### src/rtl/mem_port_arbiter_if.sv
// Bundle between the arbiter, the pipeline requesters (IF, MEM stage) and the
// single-port memory.
interface mem_port_arbiter_if #(
    parameter int ADDR_W = 32,
    parameter int DATA_W = 32
);
    logic              if_req;
    logic [ADDR_W-1:0] if_addr;
    logic              if_ready;
    logic [DATA_W-1:0] if_rdata;
    logic              if_stall;

    logic              dm_read;
    logic              dm_write;
    logic [ADDR_W-1:0] dm_addr;
    logic [DATA_W-1:0] dm_wdata;
    logic              dm_ready;
    logic [DATA_W-1:0] dm_rdata;
    logic              dm_stall;

    logic              mem_req;
    logic              mem_we;
    logic [ADDR_W-1:0] mem_addr;
    logic [DATA_W-1:0] mem_wdata;
    logic              mem_ready;
    logic [DATA_W-1:0] mem_rdata;

    // Arbiter side.
    modport slave (
        input  if_req, if_addr,
        output if_ready, if_rdata, if_stall,
        input  dm_read, dm_write, dm_addr, dm_wdata,
        output dm_ready, dm_rdata, dm_stall,
        output mem_req, mem_we, mem_addr, mem_wdata,
        input  mem_ready, mem_rdata
    );

    // Pipeline and memory side.
    modport master (
        output if_req, if_addr,
        input  if_ready, if_rdata, if_stall,
        output dm_read, dm_write, dm_addr, dm_wdata,
        input  dm_ready, dm_rdata, dm_stall,
        input  mem_req, mem_we, mem_addr, mem_wdata,
        output mem_ready, mem_rdata
    );
endinterface

### src/rtl/mem_port_arbiter.sv
// Shares one single-port memory between instruction fetch and the MEM stage.
// Data has priority; a starvation counter forces a fetch after a run of data grants.
module mem_port_arbiter #(
    parameter int ADDR_W       = 32,
    parameter int DATA_W       = 32,
    parameter int STARVE_LIMIT = 4
) (
    input  logic               clk,
    input  logic               rst,
    mem_port_arbiter_if.slave  bus
);

    typedef enum logic [1:0] {
        IDLE  = 2'd0,
        FETCH = 2'd1,
        DATA  = 2'd2
    } state_e;

    localparam int CNT_W = $clog2(STARVE_LIMIT + 1);
    localparam logic [CNT_W-1:0] CNT_MAX = CNT_W'(STARVE_LIMIT);

    state_e            state_q, state_d;
    logic [CNT_W-1:0]  starve_cnt_q, starve_cnt_d;
    logic              mem_req_q, mem_req_d;
    logic              mem_we_q, mem_we_d;
    logic [ADDR_W-1:0] mem_addr_q, mem_addr_d;
    logic [DATA_W-1:0] mem_wdata_q, mem_wdata_d;
    logic              if_ready_q, if_ready_d;
    logic              dm_ready_q, dm_ready_d;
    logic [DATA_W-1:0] if_rdata_q, if_rdata_d;
    logic [DATA_W-1:0] dm_rdata_q, dm_rdata_d;

    logic dreq;
    logic freq;
    logic force_fetch;

    // Ready masks keep a requester from being re-granted in its completion cycle.
    assign dreq        = (bus.dm_read | bus.dm_write) & ~dm_ready_q;
    assign freq        = bus.if_req & ~if_ready_q;
    assign force_fetch = dreq & freq & (starve_cnt_q == CNT_MAX);

    always_comb begin
        state_d      = state_q;
        starve_cnt_d = starve_cnt_q;
        mem_req_d    = mem_req_q;
        mem_we_d     = mem_we_q;
        mem_addr_d   = mem_addr_q;
        mem_wdata_d  = mem_wdata_q;
        if_ready_d   = 1'b0;
        dm_ready_d   = 1'b0;
        if_rdata_d   = if_rdata_q;
        dm_rdata_d   = dm_rdata_q;

        unique case (state_q)
            IDLE: begin
                if (force_fetch || (freq && !dreq)) begin
                    state_d      = FETCH;
                    mem_req_d    = 1'b1;
                    mem_we_d     = 1'b0;
                    mem_addr_d   = bus.if_addr;
                    starve_cnt_d = '0;
                end else if (dreq) begin
                    state_d     = DATA;
                    mem_req_d   = 1'b1;
                    mem_we_d    = bus.dm_write;
                    mem_addr_d  = bus.dm_addr;
                    mem_wdata_d = bus.dm_wdata;
                    if (freq && (starve_cnt_q != CNT_MAX)) begin
                        starve_cnt_d = starve_cnt_q + 1'b1;
                    end
                end
            end
            FETCH: begin
                if (bus.mem_ready) begin
                    state_d    = IDLE;
                    mem_req_d  = 1'b0;
                    mem_we_d   = 1'b0;
                    if_ready_d = 1'b1;
                    if_rdata_d = bus.mem_rdata;
                end
            end
            DATA: begin
                if (bus.mem_ready) begin
                    state_d    = IDLE;
                    mem_req_d  = 1'b0;
                    mem_we_d   = 1'b0;
                    dm_ready_d = 1'b1;
                    // Stores leave the load-data register untouched.
                    if (!mem_we_q) begin
                        dm_rdata_d = bus.mem_rdata;
                    end
                end
            end
            default: begin
                state_d   = IDLE;
                mem_req_d = 1'b0;
                mem_we_d  = 1'b0;
            end
        endcase
    end

    always_ff @(posedge clk) begin
        if (rst) begin
            state_q      <= IDLE;
            starve_cnt_q <= '0;
            mem_req_q    <= 1'b0;
            mem_we_q     <= 1'b0;
            mem_addr_q   <= '0;
            mem_wdata_q  <= '0;
            if_ready_q   <= 1'b0;
            dm_ready_q   <= 1'b0;
            if_rdata_q   <= '0;
            dm_rdata_q   <= '0;
        end else begin
            state_q      <= state_d;
            starve_cnt_q <= starve_cnt_d;
            mem_req_q    <= mem_req_d;
            mem_we_q     <= mem_we_d;
            mem_addr_q   <= mem_addr_d;
            mem_wdata_q  <= mem_wdata_d;
            if_ready_q   <= if_ready_d;
            dm_ready_q   <= dm_ready_d;
            if_rdata_q   <= if_rdata_d;
            dm_rdata_q   <= dm_rdata_d;
        end
    end

    assign bus.mem_req   = mem_req_q;
    assign bus.mem_we    = mem_we_q;
    assign bus.mem_addr  = mem_addr_q;
    assign bus.mem_wdata = mem_wdata_q;
    assign bus.if_ready  = if_ready_q;
    assign bus.if_rdata  = if_rdata_q;
    assign bus.dm_ready  = dm_ready_q;
    assign bus.dm_rdata  = dm_rdata_q;
    assign bus.if_stall  = bus.if_req & ~if_ready_q;
    assign bus.dm_stall  = (bus.dm_read | bus.dm_write) & ~dm_ready_q;

endmodule

### src/flat_wrapper.sv
// flat-port wrapper written by rule: the top's interface ports become plain ports
module mem_port_arbiter_flat 
#(
    parameter int ADDR_W       = 32,
    parameter int DATA_W       = 32,
    parameter int STARVE_LIMIT = 4
)
  (clk, rst, bus_if_req, bus_if_addr, bus_if_ready, bus_if_rdata, bus_if_stall, bus_dm_read, bus_dm_write, bus_dm_addr, bus_dm_wdata, bus_dm_ready, bus_dm_rdata, bus_dm_stall, bus_mem_req, bus_mem_we, bus_mem_addr, bus_mem_wdata, bus_mem_ready, bus_mem_rdata);
  mem_port_arbiter_if #(.ADDR_W(ADDR_W), .DATA_W(DATA_W)) bus_i ();
  input  logic clk;
  input  logic rst;
  input wire logic [$bits(bus_i.if_req)-1:0] bus_if_req;
  input wire logic [$bits(bus_i.if_addr)-1:0] bus_if_addr;
  output wire logic [$bits(bus_i.if_ready)-1:0] bus_if_ready;
  output wire logic [$bits(bus_i.if_rdata)-1:0] bus_if_rdata;
  output wire logic [$bits(bus_i.if_stall)-1:0] bus_if_stall;
  input wire logic [$bits(bus_i.dm_read)-1:0] bus_dm_read;
  input wire logic [$bits(bus_i.dm_write)-1:0] bus_dm_write;
  input wire logic [$bits(bus_i.dm_addr)-1:0] bus_dm_addr;
  input wire logic [$bits(bus_i.dm_wdata)-1:0] bus_dm_wdata;
  output wire logic [$bits(bus_i.dm_ready)-1:0] bus_dm_ready;
  output wire logic [$bits(bus_i.dm_rdata)-1:0] bus_dm_rdata;
  output wire logic [$bits(bus_i.dm_stall)-1:0] bus_dm_stall;
  output wire logic [$bits(bus_i.mem_req)-1:0] bus_mem_req;
  output wire logic [$bits(bus_i.mem_we)-1:0] bus_mem_we;
  output wire logic [$bits(bus_i.mem_addr)-1:0] bus_mem_addr;
  output wire logic [$bits(bus_i.mem_wdata)-1:0] bus_mem_wdata;
  input wire logic [$bits(bus_i.mem_ready)-1:0] bus_mem_ready;
  input wire logic [$bits(bus_i.mem_rdata)-1:0] bus_mem_rdata;
  assign bus_i.if_req = bus_if_req;
  assign bus_i.if_addr = bus_if_addr;
  assign bus_if_ready = bus_i.if_ready;
  assign bus_if_rdata = bus_i.if_rdata;
  assign bus_if_stall = bus_i.if_stall;
  assign bus_i.dm_read = bus_dm_read;
  assign bus_i.dm_write = bus_dm_write;
  assign bus_i.dm_addr = bus_dm_addr;
  assign bus_i.dm_wdata = bus_dm_wdata;
  assign bus_dm_ready = bus_i.dm_ready;
  assign bus_dm_rdata = bus_i.dm_rdata;
  assign bus_dm_stall = bus_i.dm_stall;
  assign bus_mem_req = bus_i.mem_req;
  assign bus_mem_we = bus_i.mem_we;
  assign bus_mem_addr = bus_i.mem_addr;
  assign bus_mem_wdata = bus_i.mem_wdata;
  assign bus_i.mem_ready = bus_mem_ready;
  assign bus_i.mem_rdata = bus_mem_rdata;
  mem_port_arbiter #(.ADDR_W(ADDR_W), .DATA_W(DATA_W), .STARVE_LIMIT(STARVE_LIMIT)) u_core (.clk(clk), .rst(rst), .bus(bus_i));
endmodule
### config.mk
export PLATFORM = sky130hd
export DESIGN_NAME = mem_port_arbiter_flat
export DESIGN_NICKNAME = d
export VERILOG_FILES = /design/src/rtl/mem_port_arbiter_if.sv /design/src/rtl/mem_port_arbiter.sv /design/src/flat_wrapper.sv
export SDC_FILE = /design/constraint.sdc
export NUM_CORES = 1
export LEC_CHECK = 0
export CORE_MARGIN = 10
export CORE_UTILIZATION = 42
export DETAILED_ROUTE_END_ITERATION = 8
export PLACE_DENSITY = 0.81
export SLEW_MARGIN = 20
export SYNTH_ARGS = -nofsm -noshare
export SYNTH_HDL_FRONTEND = slang
export SYNTH_SLANG_ARGS = --single-unit
### constraint.sdc
create_clock -name clk -period 2.3 [get_ports clk]
set_clock_uncertainty 0.2 [all_clocks]
set_input_delay 0.46 -clock clk [delete_from_list [all_inputs] [get_ports clk]]
set_output_delay 0.46 -clock clk [all_outputs]
set_load 0.02 [all_outputs]
Yosys cells after proc, flatten, opt, wreduce, memory -nomap -nowiden
Cells that the tools add are included.
{"block": "totals", "ff_bits": 137, "latchBits": 0, "ram_bits": 0, "rom_bits": 0, "output_inout_bits": 134, "n_memories": 0}
{"block": "classes", "addsub": 1, "multipliers": 0, "div_mod_pow": 0, "n_lt_le_gt_ge": 0, "eq_ne": 6, "shift": 0, "n_mux": 17, "bitwise_logic": 11, "reduce_logical": 16}
{"op": "$mux 32", "n": 2}
{"op": "$mux 3", "n": 3}
{"op": "$reduce_and 3->1", "n": 3}
{"op": "$mux 1", "n": 6}
{"op": "$mux 2", "n": 3}
{"op": "$not 1->1", "n": 6}
{"op": "$reduce_and 2->1", "n": 3}
{"op": "$reduce_or 2->1", "n": 3}
{"op": "$and 1x1->1", "n": 4}
{"op": "$pmux 1 s2", "n": 2}
{"op": "$pmux 2 s2", "n": 1}
{"op": "$reduce_bool 2->1", "n": 2}
{"op": "$add 3x1->3 const B", "n": 1}
{"op": "$eq 3x3->1 const B", "n": 1}
{"op": "$ne 3x1->1 const B", "n": 1}
{"op": "$ne 3x3->1 const B", "n": 1}
{"op": "$eq 2x1->1 const B", "n": 1}
{"op": "$eq 2x2->1 const B", "n": 1}
{"op": "$logic_and 1x1->1", "n": 2}
{"op": "$logic_not 2->1", "n": 1}
{"op": "$ne 2x1->1 const B", "n": 1}
{"op": "$logic_not 1->1", "n": 1}
{"op": "$logic_or 1x1->1", "n": 1}
{"op": "$or 1x1->1", "n": 1}

Longest topological paths before layout
Gate-level depths: netlist of the first run.
{"block": "depth", "word_depth": 7, "depth_mapped": 8, "mapped_depth_nobuf": 6}

Worst setup path before layout of the first run
OpenSTA, ideal clock, no wires.
{"block": "synth_path", "path_kind": "flip-flop to flip-flop", "start": "reg u_core.if_ready_q (netlist: u_core.bus.if_ready)", "end": "reg u_core.mem_wdata_q[10] (netlist: u_core.bus.mem_wdata[10])", "arrival_ns": 1.520, "required_time_ns": 2.029, "slack_ns": 0.509, "stages_incl_launch_ff": 8, "path_buffers": 2, "path_cell_list": "dfxtp_1 nand2b_1 buf_6 inv_4 a311oi_4 buf_6 nand2_2 a21oi_2"}
{"block": "synth_via", "elab_chain_cells": 7, "elab_cells_between_ends": 8, "classes_between": "bitwise (5); reduce/logical (3)"}
{"item": "start, declared", "line_no": "mem_port_arbiter.sv:28", "text": "logic if_ready_q, if_ready_d;"}
{"item": "start signal, assigned", "line_no": "mem_port_arbiter.sv:121", "text": "if_ready_q <= if_ready_d;"}
{"item": "$not 1->1 *"}
{"item": "$and 1x1->1 *"}
{"item": "via bus_if_stall", "line_no": "flat_wrapper.sv:16", "text": "output wire logic [$bits(bus_i.if_stall)-1:0] bus_if_stall;"}
{"item": "$and 1x1->1 (2 in a row)", "line_no": "mem_port_arbiter.sv:40", "text": "assign force_fetch = dreq & freq & (starve_cnt_q == CNT_MAX);"}
{"item": "$logic_or 1x1->1 *", "line_no": "mem_port_arbiter.sv:56", "text": "if (force_fetch || (freq && !dreq)) begin"}
{"item": "$not 1->1 (no line) *"}
{"item": "$reduce_and 3->1 (no line) *"}
{"item": "end signal, assigned", "line_no": "mem_port_arbiter.sv:120", "text": "mem_wdata_q <= mem_wdata_d;"}
{"item": "end, declared", "line_no": "mem_port_arbiter.sv:27", "text": "logic [DATA_W-1:0] mem_wdata_q, mem_wdata_d;"}
The timed path passes the listed nets; every way through them passes the cells marked *.
A chain may end at the register's enable or synchronous reset.

Worst setup path after layout of the first run
{"block": "layout_path", "start": "in bus_dm_write", "end": "out bus_dm_stall"}
{"block": "layout_via", "elab_chain_cells": 2}
{"item": "start, declared", "line_no": "flat_wrapper.sv:18", "text": "input wire logic [$bits(bus_i.dm_write)-1:0] bus_dm_write;"}
{"item": "$or 1x1->1", "line_no": "mem_port_arbiter.sv:137", "text": "assign bus.dm_stall = (bus.dm_read | bus.dm_write) & ~dm_ready_q;"}
{"item": "$and 1x1->1", "line_no": "mem_port_arbiter.sv:137"}
{"item": "end, declared", "line_no": "flat_wrapper.sv:23", "text": "output wire logic [$bits(bus_i.dm_stall)-1:0] bus_dm_stall;"}
No other way between the ends.

==> reports/metrics.csv, run 1 <==
metric,value,unit
cts_tree,built,
avgRoutedWirePerCell,18.2,um
routed_wirelength,21200,um
drt_iter0_drc,475,
synth_cell_type_count,33,
async_reset_ff_share,0,%
antenna_found_initial,0,
crit_slowest_cell,clkdlybuf4s50_1,
vdd_drop_max,0.526,mV
gp_congestion,0.842,
die_h,138,um
postLayoutCoreUtil,69.5,%
worst_ep_arrival_time,1.50,ns
whs_path_depth,2,
grt_setup_unrepaired,no,
synth.most_common_cell,nand2_1,
multi_input_area,2770,sq um
p_int,5.14,mW
seq_area_frac_synth,47.0,%
worst-setup-path-type,input pin to primary output,
worst_pin_slew,0.665,ns
antenna_cells,0,
synth-edff-count,0,
syn-num-nets,871,
switching_share,29.3,%
path_max_fanout,6,
portBuffers,267,
worstHoldPathType,register to register,
synth_area_leaders,"dfxtp_1, nand2_1, a21oi_1, o311a_1, nor2_1",
nFillCells,1085,
grt_usage,21.2,%
synth-main-ff-cell,dfxtp_1,
synth_top_area_share,47.0,%
finalCriticalPeriod,2.16,ns
grt_pass1_wl,31800,um
endpoint_kind,primary output,
synth_seq_cells,137,
drc_errors,0,
status,"finished, final reports clean",
first_global_vias,5808,
syn-instance-count,732,
r2r-end,u_core.bus.mem_addr[1]$_SDFFE_PP0P_,
timing_hold_violations_final,0,
syn_to_final_growth,59.8,%
rr_worst_depth,7,
start_util,43.5,%
cap_viol_max_count,0,
pwr-share-clk,38.2,%
holdCritStartpoint,u_core.bus.dm_rdata[26]$_SDFFE_PP0P_,
clkTransAtPathRegs,0.05,ns
antenna_left,0,
crit_required,1.64,ns
insertion_delay,0.42,ns
drive_gt1_share,8.40,%
cts_buffers,17,
die_width,138,um
core_area,13400,sq um
via_per_inst,5.31,
startpoint,bus_dm_write,
pwr-share-comb,24.9,%
synth_warnings,0,
p_leak,3.31,nW
cts_max_level,4,
cts_hold_buf,0,
cts-root-buf,clkbuf_16,
power.total,7.27,mW
max_freq,462,MHz
crit_family,buffers and inverters,
cts_buffer_depth,2,
power.density,780,nW/um^2
final.period_utilization,94.0,%
fin_nets,1114,
synth_common_cells,"nand2_1, dfxtp_1, a21oi_1, nor2_1, clkbuf_1",
r2r_setup_slack,0.32,ns
setup_tns,0,ns
synth_top_area_cell,dfxtp_1,
hold-path-endpoint,u_core.bus.dm_rdata[26]$_SDFFE_PP0P_,
pwr-share-seq,36.9,%
setup_viol,0,
firstDrtPassIters,5,
hpwl,15000,um
path_cells,clkdlybuf4s50_1 > o21bai_4 > inv_2 > buf_4,
grt_overflow,0,
maxSlewViolCount,0,
fp.dieArea,19000,sq um
synthesis.area,5830,sq um
num_rows,42,
io_pins,268,
cp_num_buf_inv,3,
slowest_delay,0.47,ns
slew_headroom,55.7,%
cts.sinks,137,
grt_max_degree,49,
reg2reg_from,u_core.state_q[0]$_SDFFE_PP0P_,
p_sw,2.13,mW
syn_avg_cell_area,7.96,sq um
start_kind,input pin,
seq_area,2740,sq um
vias,6178,
-- cells by family (layout without fill, tap and decap cells) --
| kind of cell | Yosys count | in the layout | synth area share, % |
|---|---|---|---|
| DFF | 137 | 137 | 47.0 |
| adders and majority gates | 5 | 5 | 1.07 |
| AOI/OAI and AO/OA | 205 | 205 | 25.4 |
| buffers and inverters | 72 | 328 | 5.52 |
| and+or+nand+nor | 313 | 313 | 21.0 |
-- power by group through the flow --
stage / combinational (mW) / clock [mW] / sequential (mW)
floorplan: 0.729 / 0 / 2.95
global placement: 1.79 / 0 / 2.72
detailed placement: 1.81 / 0 / 2.73
CTS: 1.82 / 2.83 / 2.68
global route: 1.94 / 2.94 / 2.70
finish: 1.81 / 2.78 / 2.68
-- worst max path at each step --
stage	to	slack, ns	cells after the start
2_1_floorplan	u_core.bus.mem_wdata[10]$_SDFFE_PP0P_	0.51	7
3_3_place_gp	bus_if_stall	-0.14	4
3_5_place_dp	bus_if_stall	-0.13	4
4_1_cts	bus_if_stall	0.12	4
5_1_grt	bus_if_stall	0.08	4
6_report	bus_dm_stall	0.14	4
-- layout by cell type, fill, tap and decap left out, types with 2 or more instances in the layout --
cell type        netlist  layout
dfxtp_1              137     137
clkbuf_1              41       2
a21oi_1               90      90
nor2_1                73      72
clkbuf_16              0      17
clkdlybuf4s50_1        0     264
inv_1                  4       4
o311a_1               32      32
ha_1                   5       5
buf_12                 0      10
a311oi_1              31      31
clkinv_2               0       2
inv_6                  0       3
o211ai_1              32      32
nor3_1                 2       2
nand2_2               10      10
inv_2                  2       2
clkinv_4               0       4
nand2_1              220     220
nor2b_1                2       2
nand3_1                2       2
buf_4                  0      14
a21oi_2               11      11
bufinv_16              0       3
-- worst register-to-register path, stage by stage (launching register included) --
cell and delay [ns]:
dfxtp_1 0.33, inv_1 0.08, ha_1 0.18, buf_4 0.24, buf_4 0.32, nor2_1 0.09
a311oi_1 0.28, o311a_1 0.21
-- sequential cells by signal (all words and copies together), names as in the netlist --
signal and flops:
u_core.starve_cnt_q 3, u_core.bus.dm_ready 1, u_core.bus.mem_wdata 32, u_core.bus.mem_addr 32, u_core.bus.if_ready 1, u_core.bus.mem_we 1, u_core.bus.if_rdata 32, u_core.bus.dm_rdata 32
u_core.bus.mem_req 1, u_core.state_q 2
-- final cells by class --
| type | instances | share of cell area (%) |
|---|---|---|
| timing repair buffer | 289 | 31.7 |
| clock buffer | 19 | 4.65 |
| clock inverter | 13 | 1.81 |
| sequential | 137 | 29.4 |
| multi-input combinational | 523 | 29.7 |
| tap | 176 | 2.36 |
| inverter | 7 | 0.309 |
-- metrics by stage --
step	hold WS (ns)	setup WS, ns	cells	instance area, sq um
final	0.251	0.137	1164	9320
after global routing	0.271	0.0850	1164	9320
after CTS	0.254	0.124	1164	9320
after detailed placement	0.246	-0.133	1132	8720
after global placement	0.240	-0.143	1132	8720
after floorplan	0.249	0.509	732	5830
-- repair_timing --
action,CTS,global route
setup buffers,0,0
setup endpoints to repair,1,0
resized for setup,1,0
-- per-layer routing --
layer | up-vias | GRT usage (%) | wire length (um)
li1 | 3025 | - | -
met1 | 2847 | 24.8 | 8250
met2 | 269 | 34.9 | 10500
met3 | 37 | 6.52 | 1810
met4 | 0 | 9.27 | 574
met5 | - | 0 | 0
No activity file was read; power rests on OpenSTA's default activity.
==> run 2: changes to the inputs <==
- GPL_TIMING_DRIVEN: unset -> 1
==> results of run 2 <==
No change in the layout: final DEF, timing and power equal those of run 1.
